### src/rtl/reciprocal_prenorm.sv
// reciprocal_prenorm: strips the sign and walks |x| into [1.0, 2.0) one bit per cycle.
// Define PRENORM_ROUND_EN to add a ROUND cycle that rounds right-shift results half-up.
module reciprocal_prenorm #(
    parameter int FLOAT_SIZE = 24,
    parameter int INT_SIZE   = 8,
    parameter int W          = INT_SIZE + FLOAT_SIZE,
    parameter int SHW        = $clog2(W) + 1
) (
    input  logic                  clk,
    input  logic                  rst,
    input  logic                  in_valid,
    output logic                  in_ready,
    input  logic signed [W-1:0]   x,
    output logic                  out_valid,
    input  logic                  out_ready,
    output logic [W-1:0]          x_norm,
    output logic signed [SHW-1:0] shift,
    output logic                  neg,
    output logic                  div_zero
);

    localparam logic [W-1:0] LSB = W'(1);
    localparam logic [W-1:0] ONE = LSB << FLOAT_SIZE;
    localparam logic signed [SHW-1:0] S_ONE = SHW'(1);

    typedef enum logic [1:0] {
        IDLE,
        NORM,
`ifdef PRENORM_ROUND_EN
        ROUND,
`endif
        OUT
    } state_e;

    state_e                state_q, state_d;
    logic [W-1:0]          mag_q, mag_d;
    logic signed [SHW-1:0] shift_q, shift_d;
    logic                  neg_q, neg_d;
    logic                  dz_q, dz_d;
    logic                  ov_q, ov_d;
    logic                  ir_q, ir_d;
    logic [W-1:0]          x_u;
`ifdef PRENORM_ROUND_EN
    logic                  guard_q, guard_d;
    logic [W-1:0]          inc;
`endif

    assign x_u = x;

    always_comb begin
        state_d = state_q;
        mag_d   = mag_q;
        shift_d = shift_q;
        neg_d   = neg_q;
        dz_d    = dz_q;
        ov_d    = ov_q;
        ir_d    = ir_q;
`ifdef PRENORM_ROUND_EN
        guard_d = guard_q;
        inc     = mag_q + LSB;
`endif
        unique case (state_q)
            IDLE: begin
                if (in_valid) begin
                    // Two's-complement negate keeps -2^(W-1) as 2^(W-1) unsigned
                    mag_d   = x_u[W-1] ? (~x_u + LSB) : x_u;
                    neg_d   = x_u[W-1];
                    shift_d = '0;
                    dz_d    = 1'b0;
                    ir_d    = 1'b0;
`ifdef PRENORM_ROUND_EN
                    guard_d = 1'b0;
`endif
                    state_d = NORM;
                end
            end
            NORM: begin
                if (mag_q == '0) begin
                    dz_d    = 1'b1;
                    shift_d = '0;
`ifdef PRENORM_ROUND_EN
                    state_d = ROUND;
`else
                    state_d = OUT;
                    ov_d    = 1'b1;
`endif
                end else if (|mag_q[W-1:FLOAT_SIZE+1]) begin
                    mag_d   = mag_q >> 1;
                    shift_d = shift_q + S_ONE;
`ifdef PRENORM_ROUND_EN
                    guard_d = mag_q[0];
`endif
                end else if (!mag_q[FLOAT_SIZE]) begin
                    mag_d   = mag_q << 1;
                    shift_d = shift_q - S_ONE;
                end else begin
`ifdef PRENORM_ROUND_EN
                    state_d = ROUND;
`else
                    state_d = OUT;
                    ov_d    = 1'b1;
`endif
                end
            end
`ifdef PRENORM_ROUND_EN
            ROUND: begin
                if (guard_q) begin
                    // A carry into 2.0 only happens from all-ones, so result is exactly 1.0
                    if (inc[FLOAT_SIZE+1]) begin
                        mag_d   = ONE;
                        shift_d = shift_q + S_ONE;
                    end else begin
                        mag_d = inc;
                    end
                end
                state_d = OUT;
                ov_d    = 1'b1;
            end
`endif
            OUT: begin
                if (out_ready) begin
                    state_d = IDLE;
                    ov_d    = 1'b0;
                    ir_d    = 1'b1;
                end
            end
            default: begin
                state_d = IDLE;
                ov_d    = 1'b0;
                ir_d    = 1'b1;
            end
        endcase
    end

    always_ff @(posedge clk or negedge rst) begin
        if (!rst) begin
            state_q <= IDLE;
            mag_q   <= '0;
            shift_q <= '0;
            neg_q   <= 1'b0;
            dz_q    <= 1'b0;
            ov_q    <= 1'b0;
            ir_q    <= 1'b1;
`ifdef PRENORM_ROUND_EN
            guard_q <= 1'b0;
`endif
        end else begin
            state_q <= state_d;
            mag_q   <= mag_d;
            shift_q <= shift_d;
            neg_q   <= neg_d;
            dz_q    <= dz_d;
            ov_q    <= ov_d;
            ir_q    <= ir_d;
`ifdef PRENORM_ROUND_EN
            guard_q <= guard_d;
`endif
        end
    end

    assign in_ready  = ir_q;
    assign out_valid = ov_q;
    assign x_norm    = mag_q;
    assign shift     = shift_q;
    assign neg       = neg_q;
    assign div_zero  = dz_q;

endmodule
### config.mk
export PLATFORM = sky130hd
export DESIGN_NAME = reciprocal_prenorm
export DESIGN_NICKNAME = d
export VERILOG_FILES = /design/src/rtl/reciprocal_prenorm.sv
export SDC_FILE = /design/constraint.sdc
export NUM_CORES = 1
export LEC_CHECK = 0
export CAP_MARGIN = 20
export CORE_ASPECT_RATIO = 2
export CORE_UTILIZATION = 40
export DETAILED_ROUTE_END_ITERATION = 10
export GPL_ROUTABILITY_DRIVEN = 0
export PLACE_DENSITY = 0.73
export SYNTH_ARGS = -nofsm -noshare
export SYNTH_HDL_FRONTEND = slang
export SYNTH_SLANG_ARGS = --single-unit
export TNS_END_PERCENT = 5
### constraint.sdc
create_clock -name clk -period 7.5 [get_ports clk]
set_input_delay 0.75 -clock clk [delete_from_list [all_inputs] [get_ports clk]]
set_output_delay 0.75 -clock clk [all_outputs]
set_load 0.005 [all_outputs]
# [After elaboration in Yosys (flattened, before gate mapping)]
# Index checks and enable logic that the tools add are counted.
[word_totals] register_bits=44 latchBits=0 mem_bits_rw=0 rom_bits=0 in_bits=36 output_inout_bits=42 elab_cells=63 memories=0
[classes] n_addsub=3 multipliers=0 div_mod_pow=0 order_cmp=0 eq_ne=10 shifts=0 muxes=27 bitwise=3 reduce_logical=12
[op_table] op="32-bit 2-to-1 mux" n=5
[op_table] op="32-bit case mux with 2 select lines" n=1
[op_table] op="32-bit by 1-bit adder with 32-bit output, second input constant" n=1
[op_table] op="32-bit logical NOT" n=1
[op_table] op="32-bit NOT" n=1
[op_table] op="6-bit 2-to-1 mux" n=4
[op_table] op="6-bit case mux with 2 select lines" n=1
[op_table] op="3-bit AND reduction" n=4
[op_table] op="4-bit AND reduction" n=3
[op_table] op="2-bit 2-to-1 mux" n=5
[op_table] op="3-bit != test, second input constant" n=3
[op_table] op="2-bit != test, second input constant" n=4
[op_table] op="1-bit 2-to-1 mux" n=7
[op_table] op="7-bit OR reduction" n=1
[op_table] op="6-bit by 2-bit adder with 6-bit output, second input constant" n=1
[op_table] op="1-bit case mux with 3 select lines" n=2
[op_table] op="2-bit case mux with 3 select lines" n=1
[op_table] op="6-bit by 2-bit subtractor with 6-bit output, second input constant" n=1
[op_table] op="4-bit != test, second input constant" n=1
[op_table] op="2-bit by 1-bit equality test with 1-bit output, second input constant" n=1
[op_table] op="2-bit equality test, second input constant" n=1
[op_table] op="2-bit logical NOT" n=1
[op_table] op="1-bit NOT" n=2
[op_table] op="1-bit case mux with 2 select lines" n=1
[op_table] op="other kinds (2)" n=2

# [Longest topological paths before layout]
[depth] ltp_word=5 depth_mapped=12 depth_no_buf=10

# [Least setup slack after synthesis]
# Ideal clock, no wire load.
[synth_timing] path_type="register -> register" start="reg mag_q[28], in the netlist x_norm[28]" end="reg shift_q[5], in the netlist shift[5]" setup_time_ns=0.121 arrival_time_ns=2.650 t_required_ns=7.379 path_slack_ns=4.729 stages_incl_launch_ff=12 n_path_buf=2 period_less_slack_ns=2.771 cell_sequence="dfrtp_1 nor4_1 nand2_1 buf_2 clkinv_1 clkbuf_1 ha_1 or2_2 a211oi_1 a211oi_1 and3_1 o22a_1"
[synth_via] elab_chain_cells=4 elab_cells_between_ends=7 cone_classes="eq/ne: 1; mux: 3; reduce/logical: 3"
[synth_lines] element="start, declared" line_no="36" text="logic [W-1:0] mag_q, mag_d;"
[synth_lines] element="start signal, assigned" line_no="149" text="mag_q <= mag_d;"
[synth_lines] element="parallel branches: the longest is 4 deep, another holds 32-bit logical NOT"
[synth_lines] element="end signal, assigned" line_no="150" text="shift_q <= shift_d;"
[synth_lines] element="end, declared" line_no="37" text="logic signed [SHW-1:0] shift_q, shift_d;"
# Parallel ways; which one is timed is not known.
# A chain may end at the register's enable or synchronous reset.

# [Worst setup path after layout]
[layout_timing] start="reg mag_q[25], in the netlist x_norm[25]" end="reg shift_q[5], in the netlist shift[5]"
# Same word-level chain as after synthesis.

==> results_dict.tcl <==
set metrics [dict create \
    synth_top_cell_by_area "dfrtp_1" \
    relSlewSlack_pct 32.52 \
    yosysWarnings 0 \
    grt_setup_unrepaired "no" \
    path_clk_slew_ns 0.06 \
    start_util_pct 40.84 \
    drt_iter0_markers 206 \
    status "complete, no violations" \
    fin_nets 496 \
    r2r_slack_ns 4.20 \
    die-area_mm2 0.008436 \
    power_w 0.001603 \
    cts_buffer_depth 2 \
    met2_usage_pct 39.42 \
    fmax_mhz 303.4 \
    cts.sinks 44 \
    numCtsBuffers 5 \
    synth_xor_area_share_pct 8.159 \
    synth_cells 396 \
    n_fill_cell 721 \
    critical_path.top_delay_family "buffers and inverters" \
    reg2reg_from "x_norm[25]" \
    period_needed_ns 3.296 \
    drt.antenna.violating_nets 0 \
    cts_setup_buffers 0 \
    antenna_found_initial 0 \
    num_rows 46 \
    cap_violations 0 \
    areaGrowthSynthToFinish_pct 30.11 \
    cts_tree "done" \
    setup_viol 0 \
    portBuffers 77 \
    grt_overflow 0 \
    critPathMaxStageDelay_ns 0.62 \
    crit_top_cell "a211oi_1" \
    path_buf_inv 2 \
    leakage_nw 1.577 \
    hold_buffers 0 \
    gr-usage-met3_pct 3.103 \
    die_y_um 128.9 \
    grt_max_degree 49 \
    synth_fp_nets 436 \
    cts.htree.levels 2 \
    cts.repair.resized 0 \
    syn_area_per_cell_um2 8.133 \
    first_global_vias 3186 \
    crit_chain "nor3_1 > nand2_1 > buf_4 > clkinv_1 > ha_1 > or2_2 > a211oi_1 > a211oi_1 > and3_1 > o22a_1" \
    drive_gt1_share_pct 4.814 \
    criticalPathCategory "reg2reg" \
    vdd_ir_drop_max_uv 159.2 \
    grt_pass1_wl_um 14980 \
    die_w_um 65.45 \
    yosysSeqAreaShare_pct 34.23 \
    synth_most_common_cell "nand2_1" \
    dp_hpwl_um 6659 \
    met1_usage_pct 25.49 \
    routed_wirelength_um 9144 \
    core_mm2 0.007885 \
    drv_slew 0 \
    min_path_type "in2async" \
    synth_edf_count 0 \
    yosys.area_share.adder_pct 1.554 \
    grt.total_usage_pct 22.48 \
    crit_arrival_ns 3.47 \
    powerDensity_mw_per_mm2 382.5 \
    diodes 0 \
    post_drt_via_cell_ratio 5.946 \
    multi_input_comb_area_mm2 0.001919 \
    drc_errors 0 \
    synth_commonest_cells "59 x nand2_1, 50 x o21ai_0, 43 x dfrtp_1, 23 x xnor2_1, 20 x a21oi_1" \
    yosysTopAreaCellShare_pct 33.41 \
    synthMuxAreaShare_pct 0.9713 \
    fin_skew_ns 0.005650 \
    synth_compound_area_share_pct 28.01 \
    synth_cell_types 58 \
    reg2reg_to "shift[5]" \
    clockRootBuffer "clkbuf_16" \
    ys_ff_latch 44 \
    synth_top_family_by_area "compound AO/OA/AOI/OAI gates" \
    vias 3288 \
    worst_slew_pin_slew_ns 1.010 \
    synthFlopType "dfrtp_1" \
    fin_crit_sh_pct 43.95 \
    critical_path.endpoint_type "register" \
    synthSimpleGateAreaFrac_pct 20.82 \
    netlist_area_mm2 0.003221 \
    crit_fanout 47 \
    critPathLaunchType "register" \
    dr.pass1.iters 4 \
    fin_setup_tns_ns 0 \
    synthArstFlopShare_pct 100.0 \
    reg2reg_depth 10 \
    seq_area_mm2 0.001102 \
    hold_viol 0 \
    drt-wirelength-per-cell_um 16.54 \
    busiest_layer "met2" \
    worstSkewPairLatency_ns 0.29 \
    cp.required_ns 7.68 \
    ys_top_cells_by_area "dfrtp_1 33%, o21ai_0 7.8%, nand2_1 6.9%, xnor2_1 6.3%, o311ai_0 3.3%" \
    io_pins 78 \
    timing.critical_path.slowest_stage_cell "clkinv_1" \
]
## flip-flops by register name (all words and copies together) (netlist names)
name       count
div_zero       1
state_q        2
x_norm        32
out_valid      1
neg            1
shift          6
in_ready       1
## logic make-up after synthesis
family	after synthesis
muxes	3
AOI/OAI and AO/OA	139
buffers and inverters	44
and+or+nand+nor	132
DFF	44
xor gates and xnor gates	30
adders and majority gates	4
## layout by cell type, fill, tap and decap left out, drive strengths merged, types with 9 or more instances in the layout
master | Yosys | routed
clkdlybuf4s50 | 0 | 76
nand2 | 59 | 59
o21ai | 52 | 52
dfrtp | 43 | 43
xnor2 | 23 | 23
a21oi | 20 | 20
nor2 | 16 | 16
inv | 15 | 15
o311ai | 12 | 12
nor4 | 11 | 11
nand3b | 9 | 9
o41ai | 9 | 9
## worst max-delay path by stage
stage | end | from | cells past startpoint
CTS | shift[5] | x_norm[28] | 10
global placement | x_norm[5] | in_valid | 7
finish | shift[5] | x_norm[25] | 10
detailed placement | x_norm[27] | in_valid | 7
global route | x_norm[27] | x_norm[28] | 8
floorplan | shift[5] | x_norm[28] | 11
## through the flow
step | area (um^2) | hold WS (ns) | instances | utilization [%] | setup WS, ns
final | 4190 | 0.3589 | 553 | 53.14 | 4.204
after global routing | 4190 | 0.3779 | 553 | 53.14 | 3.784
after CTS | 4145 | 0.5100 | 551 | 52.57 | 4.209
after detailed placement | 3983 | 0.4968 | 543 | 50.51 | 4.092
after global placement | 3983 | 0.4884 | 543 | 50.51 | 4.180
after floorplan | 3221 | 0.4544 | 396 | - | 4.729
## layout make-up
cell class	instances	share of cell area, %
Multi-Input combinational cell	308	45.80
Sequential cell	44	26.31
Timing Repair Buffer	81	19.71
Clock buffer	7	3.165
Tap cell	96	2.867
Inverter	16	1.433
Clock inverter	1	0.7166
## report_power, final
group	switching, W	internal (W)	leakage, nW
logic	0.000406	0.000429	0.967
clock network	0.0000899	0.000158	0.0781
registers	0.000165	0.000356	0.532
total	0.000660	0.000943	1.58
## layer usage
metal	share of wire, %	wire length [um]	up-vias
met2	53	4818	102
met1	39	3605	1568
li1	-	-	1587
met3	3.8	347	31
met4	4.1	373	0
met5	0	0	-
No activity file was read; power rests on OpenSTA's default activity.
